File: config.mk
export PLATFORM = sky130hd
export DESIGN_NAME = rtc_sevensegmux
export DESIGN_NICKNAME = d
export VERILOG_FILES = /design/src/rtl/rtc_sevensegmux.sv
export SDC_FILE = /design/constraint.sdc
export NUM_CORES = 1
export LEC_CHECK = 0
export CAP_MARGIN = 30
export CORE_MARGIN = 5
export CORE_UTILIZATION = 38
export CTS_BUF_LIST = sky130_fd_sc_hd__clkbuf_4
export DETAILED_ROUTE_END_ITERATION = 7
export HOLD_SLACK_MARGIN = 0.12
export PLACE_DENSITY_LB_ADDON = 0.3
export SLEW_MARGIN = 20
export SYNTH_ARGS = -nofsm -noshare
export SYNTH_HDL_FRONTEND = slang
export SYNTH_SLANG_ARGS = --single-unit
File: constraint.sdc
create_clock -name i_clk -period 2.45 [get_ports i_clk]
set_clock_uncertainty 0.15 [all_clocks]
set_input_delay 0.3675 -clock i_clk [delete_from_list [all_inputs] [get_ports i_clk]]
set_output_delay 0.3675 -clock i_clk [all_outputs]
set_load 0.02 [all_outputs]
File: src/rtl/rtc_sevensegmux.sv
// Six-digit multiplexed seven-segment driver for a BCD stopwatch count, with per-frame snapshot.
// Optional leading-zero blanking of the three upper digits is enabled by defining RTC_LZBLANK_EN.
module rtc_sevensegmux #(
  parameter int REFRESH_DIV = 50000
) (
  input  logic        i_clk,
  input  logic        i_reset,
  input  logic [23:0] i_count,
  input  logic        i_blank,
  output logic [5:0]  o_anode_n,
  output logic [6:0]  o_seg_n,
  output logic        o_dp_n,
  output logic        o_frame
);

  localparam int CW = $clog2(REFRESH_DIV);
  localparam logic [CW-1:0] SLOT_LAST = CW'(REFRESH_DIV - 1);

  logic [CW-1:0] slot_cnt_reg;
  logic [2:0]    idx_reg;
  logic [23:0]   snap_reg;

  logic          slot_wrap;
  logic          frame_wrap;
  logic [3:0]    digit;
  logic          digit_blank;
  logic [5:0]    anode_next;
  logic [6:0]    seg_next;
  logic          dp_next;

  assign slot_wrap  = (slot_cnt_reg == SLOT_LAST);
  assign frame_wrap = slot_wrap && (idx_reg == 3'd5);

  function automatic logic [6:0] seg_decode(input logic [3:0] d);
    case (d)
      4'd0:    seg_decode = 7'b1000000;
      4'd1:    seg_decode = 7'b1111001;
      4'd2:    seg_decode = 7'b0100100;
      4'd3:    seg_decode = 7'b0110000;
      4'd4:    seg_decode = 7'b0011001;
      4'd5:    seg_decode = 7'b0010010;
      4'd6:    seg_decode = 7'b0000010;
      4'd7:    seg_decode = 7'b1111000;
      4'd8:    seg_decode = 7'b0000000;
      4'd9:    seg_decode = 7'b0010000;
      default: seg_decode = 7'b0111111;
    endcase
  endfunction

  always_comb begin
    case (idx_reg)
      3'd0:    digit = snap_reg[3:0];
      3'd1:    digit = snap_reg[7:4];
      3'd2:    digit = snap_reg[11:8];
      3'd3:    digit = snap_reg[15:12];
      3'd4:    digit = snap_reg[19:16];
      default: digit = snap_reg[23:20];
    endcase
  end

`ifdef RTC_LZBLANK_EN
  // A digit is a leading zero only if it and every more significant digit are zero.
  always_comb begin
    case (idx_reg)
      3'd5:    digit_blank = (snap_reg[23:20] == 4'd0);
      3'd4:    digit_blank = (snap_reg[23:16] == 8'd0);
      3'd3:    digit_blank = (snap_reg[23:12] == 12'd0);
      default: digit_blank = 1'b0;
    endcase
  end
`else
  assign digit_blank = 1'b0;
`endif

  // Slot count 0 is the dead cycle that keeps the previous digit from ghosting.
  always_comb begin
    if ((slot_cnt_reg == '0) || i_blank || digit_blank)
      anode_next = 6'b111111;
    else
      anode_next = ~(6'd1 << idx_reg);
    seg_next = digit_blank ? 7'b1111111 : seg_decode(digit);
    dp_next  = ~(((idx_reg == 3'd2) || (idx_reg == 3'd4)) && !digit_blank);
  end

  always_ff @(posedge i_clk or posedge i_reset) begin
    if (i_reset) begin
      slot_cnt_reg <= '0;
      idx_reg      <= 3'd0;
      snap_reg     <= 24'd0;
      o_anode_n    <= 6'b111111;
      o_seg_n      <= 7'b1111111;
      o_dp_n       <= 1'b1;
      o_frame      <= 1'b0;
    end else begin
      slot_cnt_reg <= slot_wrap ? '0 : slot_cnt_reg + CW'(1);
      if (slot_wrap)
        idx_reg <= (idx_reg == 3'd5) ? 3'd0 : idx_reg + 3'd1;
      if (frame_wrap)
        snap_reg <= i_count;
      o_frame   <= frame_wrap;
      o_anode_n <= anode_next;
      o_seg_n   <= seg_next;
      o_dp_n    <= dp_next;
    end
  end

endmodule

### Word level (Yosys, flattened, before mapping)

Memory sizes are Yosys's and may differ from the RTL's. A register that Yosys moved wholly into a read port is not among the register bits.
Index checks and enable logic that the tools add are counted.

| word-level totals | value |
|---|---|
| register bits after elaboration | 51 |
| memory bits (read-only) | 112 |
| bits of input ports | 27 |
| output and inout bits | 15 |
| memories kept | 1 |

| cells by class | value |
|---|---|
| add/subtract/negate cells | 2 |
| equal/unequal tests | 6 |
| shift operators | 1 |
| mux-type cells | 4 |
| bitwise logic cells | 2 |
| reductions and logical operators | 5 |

Memories:

| memory | words | width | rd ports | clocked after Yosys merged registers in | write ports | line | source |
|---|---|---|---|---|---|---|---|
| (name not given) | 16 | 7 | 1 | 1 | 0 | 35 | `case (d)` |

Operators with widths:

| kind | count |
|---|---|
| one-hot mux 4 bit (5 select lines) | 1 |
| adder 16 x 1 -> 16 bit (second input constant) | 1 |
| equality test 16 bit (second input constant) | 1 |
| logical NOT 16 bit | 1 |
| 2-to-1 mux 16 bit | 1 |
| equality test 3 x 2 -> 1 bit (second input constant) | 2 |
| equality test 3 bit (second input constant) | 2 |
| 2-to-1 mux 6 bit | 1 |
| inverter 6 bit | 1 |
| left shift 1 x 3 -> 6 bit (first input constant) | 1 |
| adder 3 x 1 -> 3 bit (second input constant) | 1 |
| equality test 3 x 1 -> 1 bit (second input constant) | 1 |
| logical NOT 3 bit | 1 |
| 2-to-1 mux 3 bit | 1 |
| logical OR 1 bit | 2 |
| logical AND 1 bit | 1 |
| inverter 1 bit | 1 |

### Longest topological paths before layout

Gate-level depths: netlist (run 1).

| depth | value |
|---|---|
| depth in word-level cells | 3 |
| mapped depth | 10 |
| depth with buffers taken out | 9 |

### Least setup slack after synthesis (run 1)

Ideal clock, no wire load.

| timing path | value |
|---|---|
| kind | flip-flop to flip-flop |
| start | register idx_reg[0] |
| end | register o_seg_n[5] |
| data arrival time | 2146 ps |
| required time | 2217 ps |
| slack | 70 ps |
| stages on the path, launching flop included | 9 |
| clock period less this slack | 2380 ps |
| path through | dfrtp_1 > clkbuf_8 > and2_1 > ha_1 > o21bai_2 > o21ai_0 > inv_1 > ha_1 > o32a_1 |

| between the ends | value |
|---|---|
| longest elaborated chain between the ends | 2 |
| elaborated cells on any way between the ends | 6 |
| classes of those cells | eq/ne (4); mux (1); reduce/logical (1) |

Ends and longest elaborated chain:

| item | line | source |
|---|---|---|
| start, declared | 20 | `logic [2:0] idx_reg;` |
| start signal, assigned | 97 | `idx_reg <= (idx_reg == 3'd5) ? 3'd0 : idx_reg + 3'd1;` |
| equality test 3 bit (tied with other cells) | 51 | `case (idx_reg)` |
| one-hot mux 4 bit (5 select lines) (*) | 51 |  |
| end, declared | 11 | `output logic [6:0] o_seg_n,` |

Every way passes the cells marked *; elsewhere a longest branch is shown, timed or not.
A chain may end at the register's enable or synchronous reset.

### Worst setup path after layout (run 1)

| timing path | value |
|---|---|
| start | register idx_reg[1] |
| end | register o_seg_n[5] |

The elaborated chain is that of the path after synthesis.

==> results.toml, run 1 <==
[sta]
maxSlewViolCount = 0
finalHoldViolCount = 0
slew_headroom_pct = 73.76
tightest_slew_ns = 0.3910
fmax_mhz = 431.1
rsz0062_at_grt = "no"
tns_ns = 0
finalCritPeriodShare_pct = 94.68
finalSetupViolations = 0
min_period_ns = 2.320

[power_and_ir_drop]
p_total_mw = 1.577
power_leakage_nw = 1.450
powerDensity_mw_per_mm2 = 464.4
vdd_drop_max_mv = 0.2221

[synth]
synth_top_family_by_area = "simple AND/OR/NAND/NOR gates"
yosys.area_share.simple_pct = 24.70
synth_area_mm2 = 0.002740
synth-compound-area-share_pct = 7.763
synth_mux_area_share_pct = 1.598
ys_ff_latch = 58
yosysWarningCount = 0
synth_edf_count = 0
synth_fa_ha_area_share_pct = 2.740
async_flop_share_pct = 100.0
synthFlopType = "dfrtp_1"
syn_nets = 306
netlist_instances = 273
synth_seq_area_share_pct = 53.61
yosysUniqueCellTypes = 53
syn_avg_cell_area_um2 = 10.04
post_synth_xor_area_fraction_pct = 5.114

[setup_path]
cpMaxStageDelayCell = "dfrtp_1"
reg2reg_to = "o_seg_n[5]$_DFF_PP1_"
r2r_start = "idx_reg[1]$_DFFE_PP0N_"
crit_path_start_kind = "flop"
critical_path_required_ns = 2.63
critPathCaptureType = "flop"
path_cells = "buf_4 > o21a_1 > o21bai_2 > o311ai_0 > o21ai_1 > inv_1 > ha_1 > o32a_1"
worstSetupPathType = "reg -> reg"
crit_start = "idx_reg[1]$_DFFE_PP0N_"
worstPathMaxFanout = 16
critPathCapture = "o_seg_n[5]$_DFF_PP1_"
rrSetupSlack_ns = 0.13
reg2regPathDepth = 8
slowest_delay_ns = 0.38
crit_arrival_ns = 2.50

[clock_tree]
clk_pin_slew_worst_paths_ns = 0.09
cts_root_buf = "clkbuf_4"
cts_buffers = 9
postCtsSetupBuffers = 0
cts_hold_buf = 0
cts.sinks = 58
htree_levels = 3
cts_buffer_depth = 2
clock_latency_ns = 0.40
cts_tree = "yes"

[outcome]
status = "complete, no violations"

[drt]
met3_length_um = 283
wl_per_cell_um = 12.42
met1_length_mm = 2.661
routed_wl_mm = 5.380
vias = 2018
top_layer_used = "met4"
drtIter0Drc = 115
firstDrtPassIters = 4
route.detailed.drc = 0
routed-wl-met2_mm = 2.364
viasPerCell = 4.661
detail-route-antenna-nets = 0

[layout]
largest_reg_flops = 24
seq_area_mm2 = 0.001469
area_growth_pct = 23.93
final-instance-count-excl-fill = 433
diodes = 0
multi_input_area_mm2 = 0.001149
final_nets = 362
num-fill-cells = 700
final_layout_size_suffix_gt1_share_pct = 16.77

[flow_run]
drv_cap = 0

[placed_design]
gp_congestion = 0.8305
dp_hpwl_mm = 3.962
dp.cells = 417
io_buffers = 41

[floorplan]
fp.dieArea_mm2 = 0.009009
initial_utilization_pct = 38.39
die_w_um = 94.92
rows = 31
core_mm2 = 0.007137
pin_count = 42
die_h_um = 94.92

[grt]
grt_pass1_vias = 2108
grt_overflow = 0
grt.total_usage_pct = 13.52
antenna_found_initial = 0
grt_pass1_wl_mm = 9.294
grt_max_degree = 59

[hold_path]
min_path_type = "in -> async"
## power by group
part           switching (mW)  internal [mW]
sequential           0.000283          0.959
clock                   0.330          0.218
combinational          0.0269         0.0420
## worst min-delay path by stage
stage,startpoint,endpoint,depth (start not counted)
6_report,i_reset,idx_reg[1]$_DFFE_PP0N_,3
5_1_grt,i_reset,idx_reg[0]$_DFFE_PP0N_,3
4_1_cts,i_reset,snap_reg[22]$_DFFE_PP0P_,3
3_5_place_dp,snap_reg[0]$_DFFE_PP0P_,snap_reg[0]$_DFFE_PP0P_,2
3_3_place_gp,snap_reg[17]$_DFFE_PP0P_,snap_reg[17]$_DFFE_PP0P_,2
2_1_floorplan,snap_reg[0]$_DFFE_PP0P_,snap_reg[0]$_DFFE_PP0P_,2
## what timing repair did
action,in CTS,in global routing
endpoints found under the hold margin,0,0
endpoints found under the setup margin,1,0
resized for setup,1,0
## synth_stat cells (2+ instances only)
library cell | number | area [um2]
buf_6 | 3 | 33.78
mux2_2 | 3 | 33.78
and2_1 | 2 | 12.51
buf_2 | 2 | 10.01
xor2_1 | 11 | 96.34
a22oi_1 | 3 | 22.52
dfstp_2 | 14 | 367.9
and3b_1 | 2 | 17.52
nand3_1 | 8 | 40.04
dfrtp_1 | 44 | 1101
and3_1 | 2 | 12.51
nor2b_1 | 2 | 12.51
nand2_1 | 89 | 334.1
xnor2_1 | 5 | 43.79
nor4_4 | 2 | 42.54
nor3_1 | 3 | 15.01
inv_1 | 7 | 26.28
a21oi_1 | 8 | 40.04
nand3_2 | 2 | 20.02
ha_1 | 6 | 75.07
nor2_1 | 17 | 63.81
clkbuf_8 | 3 | 41.29
o211ai_1 | 2 | 15.01
o21ai_0 | 3 | 15.01
nand4_1 | 2 | 12.51
## critical path: cells and delay by family (launching register included)
kind,cells,cell delay (ns)
flops,1,0.38
buf+inv,2,0.29
compound gates,5,1.24
fa+ha+maj,1,0.19
## layout by cell type (no fill, tap or decap), drive strengths merged, types with 3 or more instances in the layout
| cell type | instances |
|---|---|
| a21oi | 8 |
| a22oi | 3 |
| and2 | 3 |
| and3 | 3 |
| buf | 13 |
| clkbuf | 11 |
| clkdlybuf4s50 | 41 |
| clkinv | 6 |
| dfrtp | 44 |
| dfstp | 14 |
| ha | 6 |
| inv | 7 |
| mux2 | 3 |
| nand2 | 89 |
| nand3 | 10 |
| nor2 | 17 |
| nor3 | 3 |
| nor4 | 3 |
| o21ai | 5 |
| xnor2 | 5 |
| xor2 | 11 |
## layout make-up
class | count | share of cell area (%)
Clock buffer | 11 | 2.432
Tap cell | 99 | 3.648
Timing Repair Buffer | 54 | 15.33
Inverter | 8 | 0.8843
Multi-Input combinational cell | 198 | 33.82
Clock inverter | 5 | 0.6264
Sequential cell | 58 | 43.26
## metal layers
layer | track usage [%] | vias to the layer above
li1 | - | 1023
met1 | 17.76 | 939
met2 | 20.43 | 49
met3 | 4.143 | 7
met4 | 6.130 | 0
met5 | 0 | -
## kinds of logic (layout without fill, tap and decap cells)
logic type | after synthesis | after routing
and+or+nand+nor | 142 | 142
DFF | 58 | 58
AOI/OAI and AO/OA | 30 | 30
buffers and inverters | 17 | 78
xor gates and xnor gates | 16 | 16
adders and majority gates | 6 | 6
muxes | 4 | 4
## through the flow
stage	setup WS (ns)	utilization [%]	hold slack [ns]	cell area [um2]
2_1_floorplan	0.07012	-	0.2804	2740
3_3_place_gp	0.08978	46.13	0.2920	3292
3_5_place_dp	0.0008602	46.13	0.3016	3292
4_1_cts	0.1311	47.58	0.1946	3396
5_1_grt	0.02229	47.58	0.2175	3396
6_report	0.1302	47.58	0.1968	3396
Power figures use the tool's default switching activity.
==> run 2, diff against run 1 <==
CORE_MARGIN = 2   (was 5)
==> run 2 against run 1 <==
Wire length increased by 0.24%. Die area fell by 12%. Via count shrank 0.25%. Fmax grew 0.98%. Combinational power hardly changed. Sequential share of layout area is 0.66 points lower. Sequential power hardly changed. Setup slack gained 0.023 ns. Final cell count fell by 0.92%. First-iteration DRC count is 3.5% lower. Non-clock buffer count is 1 lower. Core utilization grew 2.6 points.
==> results.toml, run 2 (synthesis results as in run 1) <==
[clock_tree]
clock_latency_ns = 0.41
cts_buffer_depth = 2
cts_tree = "yes"
cts_root_buf = "clkbuf_4"
cts_buffers = 9
cts.sinks = 58
cts_hold_buf = 0
clk_pin_slew_worst_paths_ns = 0.10
htree_levels = 3

[grt]
grt_pass1_vias = 1883
grt_max_degree = 59
grt_pass1_wl_mm = 8.997
grt.total_usage_pct = 15.17
antenna_found_initial = 0
grt_overflow = 0

[power_and_ir_drop]
p_sw_mw = 0.3769
switching_share_pct = 20.98
powerDensity_mw_per_mm2 = 521.0
internal_power_mw = 1.420
p_seq_share_pct = 53.4
vdd_drop_max_mv = 0.2302
power_leakage_nw = 1.469
power_frac_clock_pct = 42.8
p_comb_share_pct = 3.8

[layout]
diodes = 0
area_growth_pct = 25.84
final_nets = 361
final_layout_size_suffix_gt1_share_pct = 17.42
largest_reg_flops = 24
final_cell_mix = "nand2_1, dfrtp_1, clkdlybuf4s50_1"
final_common_cell = "nand2_1"

[placed_design]
io_buffers = 41
dp_hpwl_mm = 3.940
gp_congestion = 0.8173
place_ws_ns = 0.01576

[drt]
routed_wl_mm = 5.393
detail-route-antenna-nets = 0
drtIter0Drc = 111
firstDrtPassIters = 4
vias = 2013
route.detailed.drc = 0
wl_per_cell_um = 12.57
viasPerCell = 4.692

[sta]
timing.hold.ws_ns = 0.1796
maxSlewViolCount = 0
rsz0062_at_grt = "no"
finalSetupViolations = 0
fmax_mhz = 435.3
tightest_slew_ns = 0.4400
slew_headroom_pct = 70.53
finalHoldViolCount = 0
finalCritPeriodShare_pct = 93.76
tns_ns = 0
setup_ws_ns = 0.1528
min_period_ns = 2.297

[setup_path]
cpMaxStageDelayCell = "dfrtp_1"
critical_path_required_ns = 2.64
worstPathMaxFanout = 6
crit_arrival_ns = 2.49
reg2reg_to = "o_seg_n[3]$_DFF_PP1_"
critPathCaptureType = "flop"
reg2regPathDepth = 8
crit_path_start_kind = "flop"
slowest_delay_ns = 0.38
worstSetupPathType = "reg -> reg"
cp_top_family = "compound AO/OA/AOI/OAI gates"
path_cells = "and2_1 > ha_1 > o21bai_4 > o311ai_0 > o21ai_1 > ha_1 > nor2_1 > a211o_1"
path_buf_inv = 0
rrSetupSlack_ns = 0.15
cpMostUsedCell = "ha_1"
r2r_start = "idx_reg[0]$_DFFE_PP0N_"

[outcome]
status = "complete, no violations"

[floorplan]
fp.dieArea_mm2 = 0.007906
die_h_um = 88.92
pin_count = 42
core_mm2 = 0.006869
initial_utilization_pct = 39.89
die_w_um = 88.92
rows = 30

[hold_path]
min_path_type = "in -> async"

[flow_run]
drv_cap = 0
==> run 2: tightest hold or removal path: stages <==
cell and delay [ns]:
clkdlybuf4s50_1 0.42, inv_2 0.08, buf_12 0.27
==> run 2: worst max path at each step <==
stage / start / endpoint / slack, ns / depth (start not counted)
2_1_floorplan: idx_reg[0]$_DFFE_PP0N_ / o_seg_n[5]$_DFF_PP1_ / 0.07 / 8
3_3_place_gp: idx_reg[0]$_DFFE_PP0N_ / o_seg_n[5]$_DFF_PP1_ / 0.11 / 7
3_5_place_dp: idx_reg[0]$_DFFE_PP0N_ / o_seg_n[5]$_DFF_PP1_ / 0.02 / 7
4_1_cts: idx_reg[1]$_DFFE_PP0N_ / o_seg_n[5]$_DFF_PP1_ / 0.10 / 8
5_1_grt: idx_reg[0]$_DFFE_PP0N_ / o_seg_n[5]$_DFF_PP1_ / 0.00006 / 8
6_report: idx_reg[0]$_DFFE_PP0N_ / o_seg_n[3]$_DFF_PP1_ / 0.15 / 8
==> run 2: final cells by class <==
| class | count | area, um2 |
|---|---|---|
| well taps | 96 | 120.1 |
| fillers | 651 | 3421 |
| multi-input cells | 198 | 1160 |
| clock buffers | 10 | 75.07 |
| flip-flops and latches | 58 | 1469 |
| clock inverters | 6 | 81.33 |
| repair buffers | 53 | 513.0 |
| inverters | 8 | 30.03 |
==> run 2: timing repair <==
action	4_1_cts	5_1_grt
buffers inserted	0	1
resized for setup	1	2
endpoints found under the setup margin	1	1
==> run 2: metrics by stage <==
stage / cell area (um2) / instances / util (%) / total power [mW]
final: 3448 / 429 / 50.20 / 1.797
after floorplan: 2740 / 273 / - / 0.9949
after global routing: 3448 / 429 / 50.20 / 1.873
after detailed placement: 3273 / 412 / 47.65 / 1.048
after CTS: 3430 / 428 / 49.93 / 1.821
after global placement: 3273 / 412 / 47.65 / 1.047
==> run 2: power by group through the flow <==
| stage | logic [mW] | clock network [mW] | registers, mW |
|---|---|---|---|
| global placement | 0.0702 | 0 | 0.977 |
| global route | 0.0762 | 0.837 | 0.960 |
| detailed placement | 0.0710 | 0 | 0.977 |
| floorplan | 0.0163 | 0 | 0.979 |
| CTS | 0.0712 | 0.790 | 0.960 |
| finish | 0.0688 | 0.768 | 0.960 |
==> run 2: routing by layer <==
metal	part of all wire (%)	vias to the layer above	global-route usage, %	routed length (um)
met5	0	-	0	0
met4	1.9	0	7.163	101
met3	5.6	10	4.340	303
met2	44	51	21.57	2348
met1	49	932	21.36	2640
li1	-	1020	-	-
